--- src/rtl/kda_output_data_channel_sized.sv ---
// kda_output_data_channel_sized
// Wide-to-narrow output channel for KDA results. One in_width_p-bit message
// is accepted per handshake and emitted as (len_i + 1) words of out_width_p
// bits. A new message may be accepted in the same cycle that the last word
// of the previous one is consumed, so back-to-back messages have no bubbles.
//
// Optional build macro: KDA_OUTPUT_DATA_CHANNEL_PERF_EN
//   When defined, the channel adds three saturating 32-bit performance
//   counters: stall_cnt_o, msg_cnt_o and word_cnt_o.
//   When undefined, these ports do not exist.
//   The datapath is identical in both builds.
//
// Parameter constraints: in_width_p must be a multiple of out_width_p, and
// els_lp must be at least 2.

`timescale 1ns/1ps

module kda_output_data_channel_sized #(
  parameter int in_width_p  = 1024,
  parameter int out_width_p = 64,
  parameter bit msb_first_p = 1'b0,
  localparam int els_lp     = in_width_p / out_width_p,
  localparam int lg_els_lp  = $clog2(els_lp)
) (
  input  logic                   clk_i,
  input  logic                   reset_i,

  input  logic [in_width_p-1:0]  data_i,
  input  logic [lg_els_lp-1:0]   len_i,
  input  logic                   v_i,
  output logic                   yumi_o,

  output logic [out_width_p-1:0] data_o,
  output logic                   v_o,
  output logic                   last_o,
  input  logic                   yumi_i
`ifdef KDA_OUTPUT_DATA_CHANNEL_PERF_EN
  ,
  output logic [31:0]            stall_cnt_o,
  output logic [31:0]            msg_cnt_o,
  output logic [31:0]            word_cnt_o
`endif
);

  localparam logic [lg_els_lp-1:0] max_idx_lp = lg_els_lp'(els_lp - 1);
  localparam logic [lg_els_lp-1:0] one_lp     = lg_els_lp'(1);

  typedef enum logic {
    IDLE = 1'b0,
    SEND = 1'b1
  } state_e;

  state_e                 state_r, state_n;
  logic [in_width_p-1:0]  msg_r;
  logic [lg_els_lp-1:0]   len_r;
  logic [lg_els_lp-1:0]   idx_r, idx_n;
  logic                   load;
  logic                   is_last;
  logic [lg_els_lp-1:0]   word_sel;
  logic [out_width_p-1:0] words [els_lp];

  // The current word is the final one of the message when idx_r reaches len_r.
  assign is_last = (idx_r == len_r);

  // Outputs are forced low during reset so a partly sent message is never visible.
  assign v_o    = (state_r == SEND) && !reset_i;
  assign last_o = v_o && is_last;

  // Split the stored message into word slots and pick the slot for idx_r.
  // The slot order depends on msb_first_p.
  always_comb begin
    for (int i = 0; i < els_lp; i++) begin
      words[i] = msg_r[i*out_width_p +: out_width_p];
    end
    word_sel = msb_first_p ? (max_idx_lp - idx_r) : idx_r;
    data_o   = words[word_sel];
  end

  // Compute the next state, the word index and the input handshake.
  // yumi_o depends only on control signals and never on data_i.
  always_comb begin
    state_n = state_r;
    idx_n   = idx_r;
    load    = 1'b0;
    yumi_o  = 1'b0;
    case (state_r)
      IDLE: begin
        if (v_i) begin
          yumi_o  = 1'b1;
          load    = 1'b1;
          idx_n   = '0;
          state_n = SEND;
        end
      end
      SEND: begin
        if (yumi_i) begin
          if (is_last) begin
            if (v_i) begin
              yumi_o = 1'b1;
              load   = 1'b1;
              idx_n  = '0;
            end else begin
              state_n = IDLE;
            end
          end else begin
            idx_n = idx_r + one_lp;
          end
        end
      end
      default: begin
        state_n = IDLE;
        idx_n   = '0;
      end
    endcase
    if (reset_i) begin
      yumi_o = 1'b0;
      load   = 1'b0;
    end
  end

  // Register the control state. Reset returns the channel to IDLE at word 0.
  always_ff @(posedge clk_i) begin
    if (reset_i) begin
      state_r <= IDLE;
      idx_r   <= '0;
    end else begin
      state_r <= state_n;
      idx_r   <= idx_n;
    end
  end

  // Capture the message and its length whenever a new message is accepted.
  always_ff @(posedge clk_i) begin
    if (load) begin
      msg_r <= data_i;
      len_r <= len_i;
    end
  end

`ifdef KDA_OUTPUT_DATA_CHANNEL_PERF_EN
  logic [31:0] stall_cnt_r;
  logic [31:0] msg_cnt_r;
  logic [31:0] word_cnt_r;

  // Saturating event counters.
  // Each counter is cleared by reset and becomes visible the cycle after its event.
  always_ff @(posedge clk_i) begin
    if (reset_i) begin
      stall_cnt_r <= '0;
      msg_cnt_r   <= '0;
      word_cnt_r  <= '0;
    end else begin
      if (v_o && !yumi_i && (stall_cnt_r != 32'hFFFF_FFFF)) begin
        stall_cnt_r <= stall_cnt_r + 32'd1;
      end
      if (last_o && yumi_i && (msg_cnt_r != 32'hFFFF_FFFF)) begin
        msg_cnt_r <= msg_cnt_r + 32'd1;
      end
      if (v_o && yumi_i && (word_cnt_r != 32'hFFFF_FFFF)) begin
        word_cnt_r <= word_cnt_r + 32'd1;
      end
    end
  end

  assign stall_cnt_o = stall_cnt_r;
  assign msg_cnt_o   = msg_cnt_r;
  assign word_cnt_o  = word_cnt_r;
`endif

  // A consumer must not take a word while none is being offered.
  // The hardware ignores such a request, but simulation reports it.
  illegal_yumi_a : assert property (@(posedge clk_i) disable iff (reset_i) !(yumi_i && !v_o));

endmodule

--- config.mk ---
export PLATFORM = sky130hd
export DESIGN_NAME = kda_output_data_channel_sized
export DESIGN_NICKNAME = d
export VERILOG_FILES = /design/src/rtl/kda_output_data_channel_sized.sv
export SDC_FILE = /design/constraint.sdc
export NUM_CORES = 1
export LEC_CHECK = 0
export ABC_AREA = 0
export CAP_MARGIN = 20
export CORE_AREA = 2 2 433 435
export DETAILED_ROUTE_END_ITERATION = 16
export DIE_AREA = 0 0 435 437
export RECOVER_POWER = 25
export SLEW_MARGIN = 10
export SYNTH_ARGS = -nofsm -noshare
export SYNTH_HDL_FRONTEND = slang
export SYNTH_SLANG_ARGS = --single-unit
--- constraint.sdc ---
create_clock -name clk_i -period 223.6 [get_ports clk_i]
set_input_delay 55.9 -clock clk_i [delete_from_list [all_inputs] [get_ports clk_i]]
set_output_delay 55.9 -clock clk_i [all_outputs]
set_load 0.02 [all_outputs]
==> Word-level counts from Yosys, hierarchy flattened <==
Cells that the tools add are included.
{ "word_totals": {"in_bits": 1032, "ff_bits": 1033, "wordCells": 28, "out_inout_bits": 67} }
{ "op_classes": {"bitwise_logic": 2, "order_cmp": 1, "eq_ne": 2, "mux": 15, "n_reduce_logical": 3, "addsub": 1} }
{ "op_table": {"columns": ["cell", "n"], "rows": [
  ["64-bit binary-select mux with 4-bit select", 1],
  ["64-bit 2-to-1 mux", 2],
  ["4-bit 2-to-1 mux", 3],
  ["4-bit one-hot mux with 2 select lines", 1],
  ["1-bit 2-to-1 mux", 6],
  ["5-bit greater-or-equal comparator, second input constant", 1],
  ["4-bit NOT with 5-bit output", 1],
  ["4-bit by 1-bit adder with 4-bit output, second input constant", 1],
  ["4-bit equality test", 1],
  ["1-bit one-hot mux with 2 select lines", 2],
  ["1-bit logical AND", 2],
  ["2-bit != test, second input constant", 1],
  ["1-bit zero test", 1],
  ["1-bit NOT", 1]
]} }

==> Depth between registers and ports, before layout <==
{ "depth": {"word_depth": 5, "mapped_depth": 8, "depth_no_buf": 4} }

==> Least setup slack after synthesis <==
No wires, ideal clock.
{ "synth_path": {"path_type": "in2out", "from": "in yumi_i", "to": "out yumi_o", "stages": 3, "t_arrival_ps": 130489, "t_required_ps": 167700, "slack_ps": 37211, "path_buffers": 0, "cell_sequence": "inv_1 > o21ai_0 > nor3b_1"} }
{ "synth_via": {"elab_chain_cells": 3} }
{ "synth_lines": {"columns": ["item", "line", "text"], "rows": [
  ["start, declared", "36", "input logic yumi_i"],
  ["1-bit 2-to-1 mux", "96", "if (yumi_i) begin"],
  ["1-bit one-hot mux with 2 select lines", "86", "case (state_r)"],
  ["1-bit 2-to-1 mux", "115", "if (reset_i) begin"],
  ["end, declared", "31", "output logic yumi_o,"]
]} }
Every way passes these cells.

==> Worst setup path after layout <==
Ends and elaborated chain as after synthesis.

==> impl_metrics.ini <==
[setup_path]
cp_slowest_cell = clkdlybuf4s50_1
cp.arrival_ns = 58.11
critPathLaunchType = input pin
path_cells = clkdlybuf4s50_1 -> inv_1 -> o21ai_0 -> nor3b_2 -> buf_4 -> clkdlybuf4s50_1
slowest_delay_ns = 0.70
path_buf_inv = 4
crit_fanout = 21
rr_worst_depth = 11
crit_required_ns = 167.70
endpoint_kind = primary output
crit_path_start = yumi_i
path_delay_family = buffers and inverters
critical_path_class = in2out
path_common_cell = clkdlybuf4s50_1
timing.rr.start = idx_r[0]
cp_num_cells = 6

[clocking]
clk_latency_ns = 0.76
cts_buffers = 114
hold_buffers = 0
ctsResizeCount = 0
cts.sinks = 1033
clock_path_buffers = 3
htreeDepth = 3
clk_pin_slew_worst_paths_ns = 0.06
tritoncts = done
cts_root_buffer = clkbuf_16
cts_setup_buffers = 0

[power_and_ir_drop]
sw_frac_of_total = 0.219
comb_power_share = 0.077
p_sw_mw = 0.0995
peakVddDrop_mv = 0.00615
p_int_mw = 0.355
seqPwrFrac = 0.495
clkPwrFrac = 0.428
p_per_area_nw_per_um2 = 7.95
p_leak_nw = 18.1
power_mw = 0.455

[final_layout]
final_cell_mix = edfxtp_1, clkdlybuf4s50_1, dlygate4sd3_1
final_nets = 4058
drive_gt1_frac = 0.111
final_core_util = 0.309
area_growth_pct = 44.9
final_common_cell = edfxtp_1

[floorplan]
die_area_um2 = 190000
io_pins = 1099
die_y_um = 437
die_w_um = 435
rows = 158
coreArea_um2 = 185000
start_util = 0.213

[yosys]
yosysTopAreaCellShare = 0.782
netlist_top_cells_area = edfxtp_1, mux4_2, mux2i_1, a221oi_1, a22oi_1
ys_warn_count = 0
synthesis.nets = 2914
postSynthCellCount = 1881
ys_seq_elements = 1033
synth-main-ff-cell = edfxtp_1
ys_seq_area_frac = 0.784
ys_types = 32
netlist_area_um2 = 39500
avgSynthCellArea_um2 = 21.0
synth_enable_flop_cells = 1028
yosysTopAreaCell = edfxtp_1
synthArstFlopShare = 0

[route]
drtIter0Drc = 2271
wl_met1_mm = 55.2
first_pass_iters = 5
route.vias.total = 24030
routed-wl-met3_mm = 12.8
antenna_left = 0
drcViolationCount = 0
highest_layer = met5
routed_wl_mm = 149
wire_per_inst_um = 26.4
dr_wl_met2_mm = 75.5
via_per_inst = 4.26

[timing]
relSlewSlack = 0.190
tightest_slew_ns = 1.21
min_period_ns = 114.01
final-hold-violation-count = 0
fin_crit_sh = 0.510
rsz0062_at_grt = false
setup_ws_ns = 109.59
setup_violations = 0
fin_setup_tns_ns = 0
slew_viol_final = 0
clock.fmax_ghz = 0.00877
clock_skew_ns = 0.0375
timing.hold.ws_ns = 0.584

[place]
place_hpwl_mm = 112
io_buffers = 1098
gpl.final_weighted_congestion = 0.888
pre_cts_ws_ns = 109.62

[status]
status = completed

[flow_run]
drv_cap = 0

[min_path]
hp-start = state_r
hp-class = reg2reg
hold_depth = 2

[grt]
grt_max_degree = 190
grt_pass1_wl_mm = 199
grt_overflow = 0
antenna_found_initial = 114
track_usage = 0.151
grt_pass1_vias = 24595
==> path summary, 6_finish.rpt <==
path	to	slack (ns)
min reg2reg	state_r	0.58
min	state_r	0.58
max reg2reg	msg_r[535]	216.34
max	yumi_o	109.59
==> state kept, by name (all words and copies together), names as in the netlist <==
signal,cells
idx_r,4
msg_r,1024
state_r,1
len_r,4
==> worst min-delay path, delay by kind of cell, from the launching register on <==
family	cells	cell delay, ns
flip-flops	1	0.34
AO/OA/AOI/OAI	2	0.19
==> kinds of logic (layout without fill, tap and decap cells) <==
family          after synthesis  after routing  synth area share
compound gates              265            265            0.0503
xor+xnor                      4              4          0.000887
fa+ha+maj                     1              1          0.000317
buf+inv                     112           1348            0.0174
flops                      1033           1033             0.784
mux                         385            385             0.138
other cells                   0             44                 0
simple gates                 81             81           0.00862
==> routing by layer <==
| layer | GRT usage | up-vias |
|---|---|---|
| li1 | - | 10313 |
| met4 | 0.0521 | 30 |
| met2 | 0.261 | 1237 |
| met5 | 0 | - |
| met1 | 0.175 | 12126 |
| met3 | 0.0462 | 324 |
==> cell usage after synthesis, types with 5 or more instances <==
cell,n
a221oi_1,128
a22oi_1,65
buf_2,24
buf_4,24
buf_6,19
clkbuf_1,38
dfxtp_1,5
edfxtp_1,1028
mux2i_1,256
mux4_2,128
nand2_1,66
o21ai_0,65
==> power groups by stage <==
stage	combinational, mW	clock, mW	sequential [mW]
after floorplan	0.0120	0	0.249
after global routing	0.0370	0.207	0.225
after CTS	0.0372	0.199	0.225
after global placement	0.0365	0	0.229
final	0.0349	0.195	0.225
after detailed placement	0.0370	0	0.229
==> final cells by class <==
type,instances,area (um2)
fillers,18134,128000
flip-flops and latches,1033,31000
repair buffers,1136,11300
multi-input cells,736,7860
well taps,2480,3100
clock buffers,136,2980
clock inverters,72,855
diodes,44,110
inverters,4,17.5
==> per-stage QoR <==
stage,cells,cell area (um2)
after floorplan,1881,39500
after detailed placement,5389,53300
after global routing,5630,57200
final,5641,57200
after global placement,5389,53300
after CTS,5597,57100
No activity file was read; power rests on OpenSTA's default activity.
